$ cat src/rtl/even_parity_checker_rx.sv
// Serial even-parity frame receiver.
// A frame is a start strobe, then WIDTH data bits sent LSB first, then one
// parity bit. Only cycles with sin_valid=1 deliver a bit. A completed frame
// updates data_out/parity_err, pulses done for one cycle, and bumps the
// saturating err_cnt when the parity check fails.
module even_parity_checker_rx #(
  parameter int WIDTH = 32
) (
  input  logic             clk,
  input  logic             reset,
  input  logic             start,
  input  logic             sin,
  input  logic             sin_valid,
  output logic [WIDTH-1:0] data_out,
  output logic             done,
  output logic             parity_err,
  output logic             busy,
  output logic [7:0]       err_cnt
);

  // The counter holds 0..WIDTH. It reaches WIDTH only after the last data
  // bit, and by then the state has already moved to PARITY.
  localparam int CW = $clog2(WIDTH + 1);
  localparam logic [CW-1:0] LAST_BIT = CW'(WIDTH - 1);

  typedef enum logic [1:0] {IDLE, DATA, PARITY} state_t;

  state_t           state;
  state_t           next_state;
  logic [CW-1:0]    bit_cnt;
  logic [WIDTH-1:0] shift_reg;
  logic             run_par;
  logic             clear;
  logic             shift_en;
  logic             complete;
  logic             frame_err;

  // State register.
  always_ff @(posedge clk or posedge reset) begin
    if (reset) begin
      state <= IDLE;
    end else begin
      state <= next_state;
    end
  end

  // Next-state and datapath controls. In every state, start takes priority
  // and restarts the frame, so a parity bit that arrives together with start
  // is discarded.
  always_comb begin
    next_state = state;
    clear      = 1'b0;
    shift_en   = 1'b0;
    complete   = 1'b0;
    case (state)
      IDLE: begin
        if (start) begin
          clear      = 1'b1;
          next_state = DATA;
        end
      end
      DATA: begin
        if (start) begin
          clear      = 1'b1;
          next_state = DATA;
        end else if (sin_valid) begin
          shift_en = 1'b1;
          if (bit_cnt == LAST_BIT) begin
            next_state = PARITY;
          end
        end
      end
      PARITY: begin
        if (start) begin
          clear      = 1'b1;
          next_state = DATA;
        end else if (sin_valid) begin
          complete   = 1'b1;
          next_state = IDLE;
        end
      end
      default: begin
        next_state = IDLE;
      end
    endcase
  end

  assign frame_err = run_par ^ sin;

  // Shift register, bit counter and running parity. Bits enter at the MSB
  // and move right, so the first bit received ends up in bit 0.
  always_ff @(posedge clk or posedge reset) begin
    if (reset) begin
      bit_cnt   <= '0;
      run_par   <= 1'b0;
      shift_reg <= '0;
    end else if (clear) begin
      bit_cnt <= '0;
      run_par <= 1'b0;
    end else if (shift_en) begin
      bit_cnt   <= bit_cnt + CW'(1);
      run_par   <= run_par ^ sin;
      shift_reg <= {sin, shift_reg[WIDTH-1:1]};
    end
  end

  // Registered frame results. They are loaded on the parity-bit edge and
  // hold until the next completed frame. err_cnt stops at 255.
  always_ff @(posedge clk or posedge reset) begin
    if (reset) begin
      data_out   <= '0;
      parity_err <= 1'b0;
      done       <= 1'b0;
      err_cnt    <= 8'd0;
    end else begin
      done <= complete;
      if (complete) begin
        data_out   <= shift_reg;
        parity_err <= frame_err;
        if (frame_err && (err_cnt != 8'hFF)) begin
          err_cnt <= err_cnt + 8'd1;
        end
      end
    end
  end

  assign busy = (state != IDLE);

endmodule

$ cat config.mk
export PLATFORM = sky130hd
export DESIGN_NAME = even_parity_checker_rx
export DESIGN_NICKNAME = d
export VERILOG_FILES = /design/src/rtl/even_parity_checker_rx.sv
export SDC_FILE = /design/constraint.sdc
export NUM_CORES = 1
export LEC_CHECK = 0
export CORE_ASPECT_RATIO = 0.75
export CORE_MARGIN = 8
export CORE_UTILIZATION = 48
export CTS_CLUSTER_SIZE = 12
export DETAILED_ROUTE_END_ITERATION = 8
export HOLD_SLACK_MARGIN = 0.02
export PLACE_DENSITY = 0.75
export SLEW_MARGIN = 20
export SYNTH_ARGS = -nofsm -noshare
export SYNTH_HDL_FRONTEND = slang
export SYNTH_SLANG_ARGS = --single-unit
$ cat constraint.sdc
create_clock -name clk -period 2.5 [get_ports clk]
set_input_delay 0.375 -clock clk [delete_from_list [all_inputs] [get_ports clk]]
set_output_delay 0.375 -clock clk [all_outputs]
set_load 0.02 [all_outputs]
Yosys cells after proc, flatten, opt, wreduce, memory -nomap -nowiden

Index checks and enable logic that the tools add are counted.

Register bits: 83
Input bits: 5

Add/subtract/negate cells: 2
Equality and inequality tests: 8
Muxes and demuxes: 17
Bitwise gates (word level): 2
Reduce and logical (&&, ||, !) cells: 8

Operators by type and width:

| kind                                                             | count |
|---|---|
| 2-bit two-way mux                                                | 6 |
| 6-bit two-way mux                                                | 2 |
| 3-bit inequality test (second input constant)                    | 3 |
| 8-bit by 1-bit adder with 8-bit output (second input constant)   | 1 |
| 1-bit two-way mux                                                | 8 |
| 8-bit inequality test (second input constant)                    | 1 |
| 6-bit by 1-bit adder with 6-bit output (second input constant)   | 1 |
| 6-bit by 5-bit == test with 1-bit output (second input constant) | 1 |
| 2-bit one-hot mux with 3 select lines                            | 1 |
| 2-bit AND reduction                                              | 2 |
| 4-bit AND reduction                                              | 1 |
| 2-bit nonzero test                                               | 2 |
| 3-bit OR reduction                                               | 1 |
| 2-bit by 1-bit == test with 1-bit output (second input constant) | 1 |
| 2-bit == test (second input constant)                            | 1 |
| 2-bit zero test                                                  | 1 |
| 2-bit inequality test (second input constant)                    | 1 |
| 1-bit logical AND                                                | 1 |
| 1-bit NOT                                                        | 1 |
| 1-bit XOR                                                        | 1 |

Depth between registers and ports, before layout

Depth in word-level cells: 5
Gate-level depth with buffers: 5
Depth with buffers taken out: 5

Least setup slack after synthesis

OpenSTA, ideal clock, no wires.

Path type: flip-flop to flip-flop
From: register err_cnt[0]
To: register err_cnt[1]
Data arrival time: 1576 ps
Required time: 2372 ps
Path slack: 797 ps
Stages on the path, launching flop included: 6
Path buffers: 0
Clock period less this slack: 1703 ps
Cell sequence: dfrtp_1 -> ha_1 -> nand3_1 -> or3_1 -> nand2_1 -> mux2_1

Longest elaborated chain between the ends: 3
Elaborated cells on any way between the ends: 4
Those cells by class: add/sub: 1; eq/ne: 1; reduce/logical: 2

Ends and longest elaborated chain:

| element                                                                                        | line | RTL |
|---|---|---|
| from (decl)                                                                                    | 18   | `output logic [7:0] err_cnt` |
| from (signal assigned)                                                                         | 121  | `err_cnt <= err_cnt + 8'd1;` |
| parallel branches: the longest is 3 deep, another holds 8-bit by 1-bit adder with 8-bit output | n/a  |  |

Several ways; the timed one is not identified.
A chain may end at the register's enable or synchronous reset.

Final worst setup path

From: register state[0]
To: output port busy

Longest elaborated chain between the ends: 1

Ends and longest elaborated chain:

| element                | line | RTL |
|---|---|---|
| from (decl)            | 28   | `state_t state;` |
| from (signal assigned) | 43   | `state <= next_state;` |
| 2-bit nonzero test     | 127  | `assign busy = (state != IDLE);` |
| to (decl)              | 17   | `output logic busy,` |

No other way between the ends.

==> results.md <==
* Required time at the worst-slack endpoint at 2.12 ns
* Die Span X at 112 µm
* Root cell of the clock tree: sky130_fd_sc_hd__clkbuf_8
* GRT Residual Overflow at 0
* Final min period at 2.01 ns
* Top achievable clock speed at 0.499 GHz
* Endpoint class of the critical path: output pin
* Overall routing resource usage at 13.0%
* Grt peak-use layer: met2
* Sum of routed wire length over all layers at 5960 µm
* Port Buffers at 47
* Sequential cell area fraction in the yosys report at 63.0%
* Overall die area at 9810 µm²
* Post-synthesis async set-or-reset flop share at 100%
* First-pass GRT wire length at 9860 µm
* Share of the core filled with cells at 60.8%
* Sequential share of power at 58.4%
* Via Count at 1886
* Total number of clock tree sinks at 83
* Type of the tightest min-delay check: input port to asynchronous set/reset pin
* Final setup slack of the worst path at 0.494 ns
* Internal power consumption at 0.00203 W
* Initial DRT Pass Iterations at 4
* Number of setup buffers added after CTS at 0
* Critical path start-end classification: flip-flop to output pin
* Share of the clock period used by the worst path at 80.2%
* Source-to-sink clock delay at the later pin of the worst-skew pair at 0.35 ns
* Peak ir drop on the vdd network at 0.000485 V
* Register area at 2080 µm²
* Multi-input logic area at 1150 µm²
* Diode insertion count for antenna repair at 0
* Post-DR wirelength/cell at 16.2 µm
* Number of maximum-capacitance violations at 0
* Post-synthesis cell area at 3300 µm²
* Violation count after the first detailed-route iteration at 67
* Share of the synthesized area in the top cell type at 63.0%
* Clock tree from TritonCTS: done
* Top cells by instance count after synthesis: sky130_fd_sc_hd__dfrtp_1, sky130_fd_sc_hd__mux2_2, sky130_fd_sc_hd__nor2_1
* Total Nets Final at 285
* RSZ-0062 raised after global routing: false
* Met2 Track Usage GR at 18.6%
* Most frequent cell after synthesis: sky130_fd_sc_hd__dfrtp_1
* Synthesized netlist cell count at 223
* Crit path arrival time at 1.63 ns
* Switching power summed over all nets at 0.000642 W
* Clk network pwr share at 34.0%
* Cell type with the highest aggregate area in the netlist: sky130_fd_sc_hd__dfrtp_1
* Startpoint Class: flip-flop
* Synth-to-Final Area Change at 24.2%
* Initial Utilization at 49.0%
* #FFs+latches synth at 83
* Yosys Warn Count at 0
* Number of placement rows at 26
* Total power per unit cell area at 653 nW/µm²
* Post-Synthesis Net Count at 230
* Routability Congestion at 0.817
* Distinct cell type count of the synthesized netlist at 29
* Hold buffer count at cts at 0
* Total clock buffers created by CTS at 9
* Area of the core at 6730 µm²
* Residual DRC count at 0
* Top area cells in the synthesized netlist: sky130_fd_sc_hd__dfrtp_1, sky130_fd_sc_hd__mux2_2, sky130_fd_sc_hd__xor2_1
* Initial antenna violation count at 0
* Number of buffers on the longest clock path at 2
* Status: complete, no violations
* Proportion of layout cells with a drive suffix above 1 at 32.9%
* Power share of the combinational group at 7.6%
* Worst-margin pin slew at 0.436 ns
* Height of the die at 87.8 µm
* Highest fanout seen on the critical path at 7
* GR Layer Usage met1 at 16.2%
* Total count of max-transition violations in the final report at 0
* DP Wirelength at 3970 µm
* Post-synth EDFFs at 0
* Via density per instance at 5.14
* Clk pin slew, worst setup/hold paths at 0.08 ns
* Final setup violating endpoints at 0
* Worst setup slack before clock tree synthesis at 0.486 ns
* Met3 GRT Util at 6.96%
* Share of total power consumed by net switching at 24.0%
* Via count of the first global-routing pass at 1960
* Final Hold Violating Endpoints at 0
* Clock Skews at 0.0103 ns
* Dominant synthesized flop cell: sky130_fd_sc_hd__dfrtp_1
* Total of cells resized after clock tree synthesis at 0
* Setup_tns at 0 ns
* Syn avg cell area at 14.8 µm²
* Reported leakage power at 1.92 nW
* Number of antenna-violating nets in the routed design at 0
* Relative slew slack at 70.9%
* Maximum number of pins on one net before global-route repair at 42
* # H-tree levels at 3
* Ports placed on the boundary at 48
* Number of fill cells in the layout at 524
[worst paths after layout]
kind | cells past startpoint | end | slack (ns) | start
min in group clk | 1 | data_out[24]$_DFFE_PP0P_ | 0.51 | data_out[24]$_DFFE_PP0P_
max | 2 | busy | 0.49 | state[0]$_DFFE_PP0P_
max reg2reg | 5 | err_cnt[1]$_DFFE_PP0P_ | 0.77 | err_cnt[0]$_DFFE_PP0P_
min reg2reg | 1 | data_out[24]$_DFFE_PP0P_ | 0.51 | data_out[24]$_DFFE_PP0P_
min | 2 | data_out[11]$_DFFE_PP0P_ | 0.38 | reset
max in group asynchronous | 3 | data_out[0]$_DFFE_PP0P_ | 1.47 | reset
[placed cells by master, fill, tap and decap left out, drive strengths merged, types with 5 or more instances in the layout]
master,netlist,layout
nor2,9,9
buf,8,5
inv,6,5
xor2,6,6
nand2,6,6
dfrtp,83,83
clkdlybuf4s50,0,47
nand3,6,6
nand4,5,5
mux2,69,69
clkbuf,0,13
[area by class of cell]
type | count | area share (%)
clock buffer | 13 | 4.12
clock inverter | 3 | 0.519
inverter | 6 | 0.641
multi-input combinational | 126 | 28.1
sequential | 83 | 50.7
tap | 84 | 2.57
timing repair buffer | 52 | 13.3
[metal layers]
metal	wire length (µm)	vias to the layer above
met4	77	0
met3	397	8
met5	0	-
met1	2910	952
li1	-	891
met2	2570	35
[worst max-delay path: stages (launching register included)]
cell                              delay [ns]
sky130_fd_sc_hd__dfrtp_1                0.44
sky130_fd_sc_hd__or2_2                  0.31
sky130_fd_sc_hd__clkdlybuf4s50_1        0.54
[kinds of logic after synthesis]
kind of cell	after synthesis	share of synthesized area, %
buf+inv	14	2.09
simple gates	38	6.60
flops	83	63.0
fa+ha+maj	2	0.759
mux	69	23.7
xor+xnor	9	2.39
compound gates	8	1.52
[power by group through the flow]
stage / Combinational, W / Clock [W] / Sequential, W
final: 0.000203 / 0.000910 / 0.00156
after global routing: 0.000226 / 0.00100 / 0.00158
after CTS: 0.000209 / 0.000946 / 0.00156
after detailed placement: 0.000206 / 0 / 0.00159
after global placement: 0.000198 / 0 / 0.00158
after floorplan: 0.000162 / 0 / 0.00155
[stage by stage]
stage | instance area (µm²) | power [W] | instances | hold slack, ns
after global placement | 3910 | 0.00178 | 351 | 0.492
after CTS | 4100 | 0.00272 | 367 | 0.378
after floorplan | 3300 | 0.00172 | 223 | 0.441
final | 4100 | 0.00268 | 367 | 0.382
after global routing | 4100 | 0.00281 | 367 | 0.405
after detailed placement | 3910 | 0.00180 | 351 | 0.495
Note: power is estimated with default switching activity, not from simulation.
